--- src/rtl/debug_uart_pkg.sv ---
// Shared types, frame constants and divider helper for the debug UART transmitter.
package debug_uart_pkg;

  typedef enum logic [1:0] {
    IDLE  = 2'd0,
    START = 2'd1,
    DATA  = 2'd2,
    STOP  = 2'd3
  } uart_tx_state_t;

  localparam int unsigned UART_DATA_BITS  = 8;
  localparam int unsigned UART_FRAME_BITS = 10;

  function automatic int unsigned uart_div(input int unsigned clk_hz, input int unsigned bit_rate);
    return clk_hz / bit_rate;
  endfunction

endpackage

--- src/rtl/debug_uart_tx_fifo_byte_fifo.sv ---
// Byte FIFO with registered level/full; push while full is dropped, pointers wrap by width.
module byte_fifo #(
  parameter int unsigned DEPTH = 4
) (
  input  logic                     clk,
  input  logic                     rst_n,
  input  logic                     push,
  input  logic [7:0]               push_data,
  input  logic                     pop,
  output logic [7:0]               pop_data,
  output logic [$clog2(DEPTH):0]   level,
  output logic                     full,
  output logic                     empty
);

  localparam int unsigned PW = $clog2(DEPTH);
  localparam int unsigned LW = $clog2(DEPTH) + 1;

  logic [7:0]    mem_q [DEPTH];
  logic [PW-1:0] wr_ptr_q, rd_ptr_q;
  logic [LW-1:0] level_q, level_d;
  logic          full_q;
  logic          do_push, do_pop;

  assign do_push = push & ~full_q;
  assign do_pop  = pop & (level_q != '0);

  always_comb begin
    level_d = level_q;
    if (do_push && !do_pop) begin
      level_d = level_q + LW'(1);
    end else if (!do_push && do_pop) begin
      level_d = level_q - LW'(1);
    end
  end

  always_ff @(posedge clk or negedge rst_n) begin
    if (!rst_n) begin
      wr_ptr_q <= '0;
      rd_ptr_q <= '0;
      level_q  <= '0;
      full_q   <= 1'b0;
    end else begin
      if (do_push) wr_ptr_q <= wr_ptr_q + PW'(1);
      if (do_pop)  rd_ptr_q <= rd_ptr_q + PW'(1);
      level_q <= level_d;
      full_q  <= (level_d == LW'(DEPTH));
    end
  end

  // Storage needs no reset: the pointers alone define which entries are live.
  always_ff @(posedge clk) begin
    if (do_push) mem_q[wr_ptr_q] <= push_data;
  end

  assign pop_data = mem_q[rd_ptr_q];
  assign level    = level_q;
  assign full     = full_q;
  assign empty    = (level_q == '0);

endmodule

--- src/rtl/debug_uart_tx_fifo.sv ---
// Debug UART transmitter: byte FIFO drained by an 8N1 serialiser onto txd.
// Optional done interrupt enabled by defining DEBUG_UART_DONE_IRQ_EN.
module debug_uart_tx_fifo
  import debug_uart_pkg::*;
#(
  parameter int unsigned CLK_HZ     = 64_000_000,
  parameter int unsigned BIT_RATE   = 4_000_000,
  parameter int unsigned FIFO_DEPTH = 4
) (
  input  logic                          clk,
  input  logic                          rst_n,
  input  logic                          wr_en,
  input  logic [7:0]                    wr_data,
  output logic                          txd,
  output logic                          busy,
  output logic                          fifo_full,
  output logic [$clog2(FIFO_DEPTH):0]   level,
  output logic                          overflow
`ifdef DEBUG_UART_DONE_IRQ_EN
  ,
  output logic                          done_irq
`endif
);

  localparam int unsigned DIV = uart_div(CLK_HZ, BIT_RATE);
  localparam int unsigned BW  = $clog2(DIV);
  localparam int unsigned IW  = $clog2(UART_DATA_BITS);

  if (DIV < 2) begin : g_div_check
    $error("debug_uart_tx_fifo: CLK_HZ/BIT_RATE must be at least 2");
  end
  if ((FIFO_DEPTH < 2) || ((FIFO_DEPTH & (FIFO_DEPTH - 1)) != 0)) begin : g_depth_check
    $error("debug_uart_tx_fifo: FIFO_DEPTH must be a power of two and >= 2");
  end
  if (UART_FRAME_BITS != UART_DATA_BITS + 2) begin : g_frame_check
    $error("debug_uart_tx_fifo: frame must be start + data + one stop bit");
  end

  uart_tx_state_t state_q, state_d;
  logic [BW-1:0]  baud_q, baud_d;
  logic [IW-1:0]  bit_q, bit_d;
  logic [7:0]     shift_q, shift_d;
  logic           txd_q, txd_d;
  logic           ovf_q;
  logic           bit_end_c;
  logic           pop_c;
  logic [7:0]     head;
  logic           fifo_full_w, fifo_empty_w;

  byte_fifo #(.DEPTH(FIFO_DEPTH)) u_fifo (
    .clk       (clk),
    .rst_n     (rst_n),
    .push      (wr_en),
    .push_data (wr_data),
    .pop       (pop_c),
    .pop_data  (head),
    .level     (level),
    .full      (fifo_full_w),
    .empty     (fifo_empty_w)
  );

  assign bit_end_c = (baud_q == BW'(DIV - 1));

  // Shifter next state; txd is registered from the next state so it moves with the FSM.
  always_comb begin
    state_d = state_q;
    baud_d  = baud_q;
    bit_d   = bit_q;
    shift_d = shift_q;
    pop_c   = 1'b0;
    if (state_q != IDLE) baud_d = bit_end_c ? '0 : baud_q + BW'(1);
    case (state_q)
      IDLE: begin
        if (!fifo_empty_w) begin
          pop_c   = 1'b1;
          shift_d = head;
          baud_d  = '0;
          state_d = START;
        end
      end
      START: begin
        if (bit_end_c) begin
          bit_d   = '0;
          state_d = DATA;
        end
      end
      DATA: begin
        if (bit_end_c) begin
          if (bit_q == IW'(UART_DATA_BITS - 1)) begin
            state_d = STOP;
          end else begin
            shift_d = shift_q >> 1;
            bit_d   = bit_q + IW'(1);
          end
        end
      end
      STOP: begin
        if (bit_end_c) begin
          if (!fifo_empty_w) begin
            pop_c   = 1'b1;
            shift_d = head;
            state_d = START;
          end else begin
            state_d = IDLE;
          end
        end
      end
      default: state_d = IDLE;
    endcase
    case (state_d)
      START:   txd_d = 1'b0;
      DATA:    txd_d = shift_d[0];
      default: txd_d = 1'b1;
    endcase
  end

  always_ff @(posedge clk or negedge rst_n) begin
    if (!rst_n) begin
      state_q <= IDLE;
      baud_q  <= '0;
      bit_q   <= '0;
      shift_q <= '0;
      txd_q   <= 1'b1;
      ovf_q   <= 1'b0;
    end else begin
      state_q <= state_d;
      baud_q  <= baud_d;
      bit_q   <= bit_d;
      shift_q <= shift_d;
      txd_q   <= txd_d;
      if (wr_en && fifo_full_w) ovf_q <= 1'b1;
    end
  end

`ifdef DEBUG_UART_DONE_IRQ_EN
  logic done_q, done_d;

  // Set when the last frame ends with nothing queued; an accepted push clears it.
  always_comb begin
    done_d = done_q;
    if (state_q == STOP && bit_end_c && fifo_empty_w) done_d = 1'b1;
    if (wr_en && !fifo_full_w) done_d = 1'b0;
  end

  always_ff @(posedge clk or negedge rst_n) begin
    if (!rst_n) done_q <= 1'b0;
    else        done_q <= done_d;
  end

  assign done_irq = done_q;
`endif

  assign txd       = txd_q;
  assign busy      = (state_q != IDLE) | ~fifo_empty_w;
  assign fifo_full = fifo_full_w;
  assign overflow  = ovf_q;

endmodule

--- config.mk ---
export PLATFORM = sky130hd
export DESIGN_NAME = debug_uart_tx_fifo
export DESIGN_NICKNAME = d
export VERILOG_FILES = /design/src/rtl/debug_uart_pkg.sv /design/src/rtl/debug_uart_tx_fifo_byte_fifo.sv /design/src/rtl/debug_uart_tx_fifo.sv
export SDC_FILE = /design/constraint.sdc
export NUM_CORES = 1
export LEC_CHECK = 0
export ABC_AREA = 1
export BUFFER_PORTS_ARGS = -buffer_cell sky130_fd_sc_hd__buf_4
export CORE_MARGIN = 2
export CORE_UTILIZATION = 30
export CTS_CLUSTER_SIZE = 28
export DETAILED_ROUTE_END_ITERATION = 16
export PLACE_DENSITY = 0.42
export SLEW_MARGIN = 10
export SYNTH_ARGS = -nofsm -noshare
export SYNTH_HDL_FRONTEND = slang
export SYNTH_HIERARCHICAL = 1
export SYNTH_SLANG_ARGS = --single-unit
--- constraint.sdc ---
create_clock -name clk -period 2.6 [get_ports clk]
set_input_delay 0.39 -clock clk [delete_from_list [all_inputs] [get_ports clk]]
set_output_delay 0.39 -clock clk [all_outputs]
set_load 0.03 [all_outputs]
==> flow_summary.toml <==
[global_routing]
grt_max_degree = 28
grt_use_met3 = 0.0369
grt_pass1_wl_mm = 9.69
antenna_found_initial = 0
overflow = 0
gr-usage-met1 = 0.158
grt_pass1_vias = 1988
gr-max-usage-layer = "met2"
grt_usage = 0.123
grt_use_met2 = 0.200

[cts]
cts_made_buffers = 9
cts.sinks = 59
clk_pin_slew_ns = 0.08
cts_tree = "yes"
cts_buffer_depth = 2
htree_levels = 3
clk_latency_ns = 0.34
clock-root-buffer = "clkbuf_8"
cts-resized-gates = 0

[synth]
async_flop_share = 0.458
synth_nets = 320
synth_edf_count = 32
synthFlopType = "edfxtp_1"
synth_cell_type_count = 34
yosys_warnings = 6
synth_seq_cells = 59
seq_area_frac_synth = 0.564
syn_inst = 294
syn_avg_cell_area_um2 = 9.87
syn_area_um2 = 2900

[finish]
drive_above_1_share = 0.168
n_antenna_cell = 0
layout_common_cells = "55 x nand2_1, 36 x inv_1, 32 x edfxtp_1, 30 x o21ai_0, 26 x dfrtp_1"
nets = 348
stdcell_area_um2 = 3410
layout_commonest_cell = "nand2_1"
nFillCells = 935
area_growth_pct = 17.4

[setup_path]
worstPathArrival_ns = 2.60
setup.worst_path.start_class = "register"
endpoint_kind = "register"
slowest_delay_ns = 0.43
path_cells = "inv_1 > ha_1 > inv_1 > nand2_1 > nand2_1 > nor3_1 > inv_1 > nor2_2 > nand2_2 > nand2_2 > nor2_2 > nor2_4 > nand2_1 > nor2_2"
required_ns = 2.88
cp.buffers_inverters = 3
cp_top_family = "simple AND/OR/NAND/NOR gates"
worstSetupPathType = "reg2reg"
path_max_fanout = 7
crit_slowest_cell = "dfrtp_1"

[pwr]
peakVddDrop_v = 0.000412
power_density_nw_per_um2 = 801
p_sw_frac = 0.324
clkPwrFrac = 0.324
internal_power_uw = 1840
combPwrFrac = 0.233
p_switching_uw = 883
p_seq_frac = 0.443
power_leakage_uw = 0.00144
fin_total_pwr_uw = 2730

[placement]
hpwlAfterDp_mm = 4.00
port_buffers = 17
preCtsSetupSlack_ns = 0.327
gp_congestion = 0.817
place_area_um2 = 3190

[route]
wl_per_cell_um = 13.0
drt.antenna.violating_nets = 0
viasPerCell = 4.52
drt-total-wl_mm = 5.93
drc_errors = 0
first_pass_iters = 4
drt_iter0_drc = 41
vias = 2059

[timing]
relSlewSlack = 0.603
skew_ns = 0.00790
tns_ns = 0
fmax_ghz = 0.430
final_hold_viol_count = 0
drv_slew = 0
rsz0062_at_grt = "no"
worst_slew_pin_slew_ns = 0.595
fin_crit_ns = 2.33
setup_viol = 0
fin_crit_sh = 0.895
worst_slack_ns = 0.274

[outcome]
status = "complete, no violations"

[worst_hold_path]
min_path_type = "in2reg"

[floorplanning]
core_area_um2 = 9330
die_area_um2 = 10500
die_y_um = 102
ioPinCount = 18
rows = 35
start_util = 0.311
die_w_um = 102

[run]
drv_cap = 0
[power groups by stage]
stage	combinational (µW)	clock [µW]	sequential, µW
after floorplan	358	0	1290
after global placement	656	0	1230
after detailed placement	645	0	1230
after CTS	649	918	1210
after global routing	718	961	1220
final	635	885	1210
[stage by stage]
stage / std cells / hold slack, ns / utilization
after CTS: 456 / 0.228 / 0.365
after floorplan: 294 / 0.0944 / -
after detailed placement: 439 / 0.344 / 0.342
after global placement: 439 / 0.343 / 0.342
after global routing: 456 / 0.226 / 0.365
final: 456 / 0.247 / 0.365
[cell families after synthesis]
family	synth area share
flops	0.564
compound gates	0.110
buf+inv	0.0621
simple gates	0.183
fa+ha+maj	0.0647
xor+xnor	0.0121
mux	0.00345
[state kept, by name, indices dropped and copies added, names as in the netlist]
signal / flops
u_fifo/mem_q: 32
txd: 1
bit_q: 3
u_fifo/rd_ptr_q: 2
overflow: 1
u_fifo/wr_ptr_q: 2
shift_q: 8
state_q: 2
baud_q: 4
u_fifo/full: 1
u_fifo/level: 3
[cells in the mapped netlist, types with 2 or more instances]
master / count / share of area
nor2_4: 2 / 0.0078
nand2_1: 55 / 0.071
nand4_1: 3 / 0.0065
buf_2: 3 / 0.0052
nand3_1: 17 / 0.029
nor2_2: 5 / 0.011
edfxtp_1: 32 / 0.33
a21oi_1: 3 / 0.0052
inv_1: 36 / 0.047
o22ai_1: 14 / 0.030
nand3b_1: 2 / 0.0052
inv_2: 2 / 0.0026
nand2_2: 5 / 0.011
ha_1: 15 / 0.065
o21ai_0: 30 / 0.052
nor3_1: 2 / 0.0034
dfrtp_1: 26 / 0.22
nor2_1: 23 / 0.030
xor2_1: 4 / 0.012
[layer usage]
layer | wire (µm) | vias to the layer above
met5 | 0 | -
met4 | 82 | 0
met3 | 120 | 7
met2 | 2730 | 19
met1 | 3000 | 987
li1 | - | 1046
[layout make-up]
cell class | count | area (µm²) | area share
flip-flops and latches | 59 | 1640 | 0.481
clock inverters | 7 | 81.3 | 0.0239
clock buffers | 9 | 124 | 0.0364
multi-input cells | 191 | 1080 | 0.318
well taps | 129 | 161 | 0.0474
inverters | 38 | 143 | 0.0419
repair buffers | 23 | 175 | 0.0514
[worst paths after layout]
kind | startpoint | end | slack [ns] | cells past startpoint
max in group asynchronous | rst_n | txd$_DFF_PN1_ | 1.77 | 2
worst max-delay path | state_q[1]$_DFF_PN0_ | u_fifo/full$_DFF_PN0_ | 0.27 | 14
worst max register to register | state_q[1]$_DFF_PN0_ | u_fifo/full$_DFF_PN0_ | 0.27 | 14
worst min-delay path | wr_data[2] | u_fifo/mem_q[0][2]$_DFFE_PP_ | 0.25 | 1
min in group asynchronous | rst_n | bit_q[0]$_DFFE_PN0P_ | 0.51 | 2
worst min register to register | overflow$_DFFE_PN0P_ | overflow$_DFFE_PN0P_ | 0.46 | 1
[repair_timing]
item                      in CTS  in global routing
hold endpoints to repair      26                  0
hold buffers                   1                  0
setup buffers                  0                  0
No activity file was read; power rests on OpenSTA's default activity.
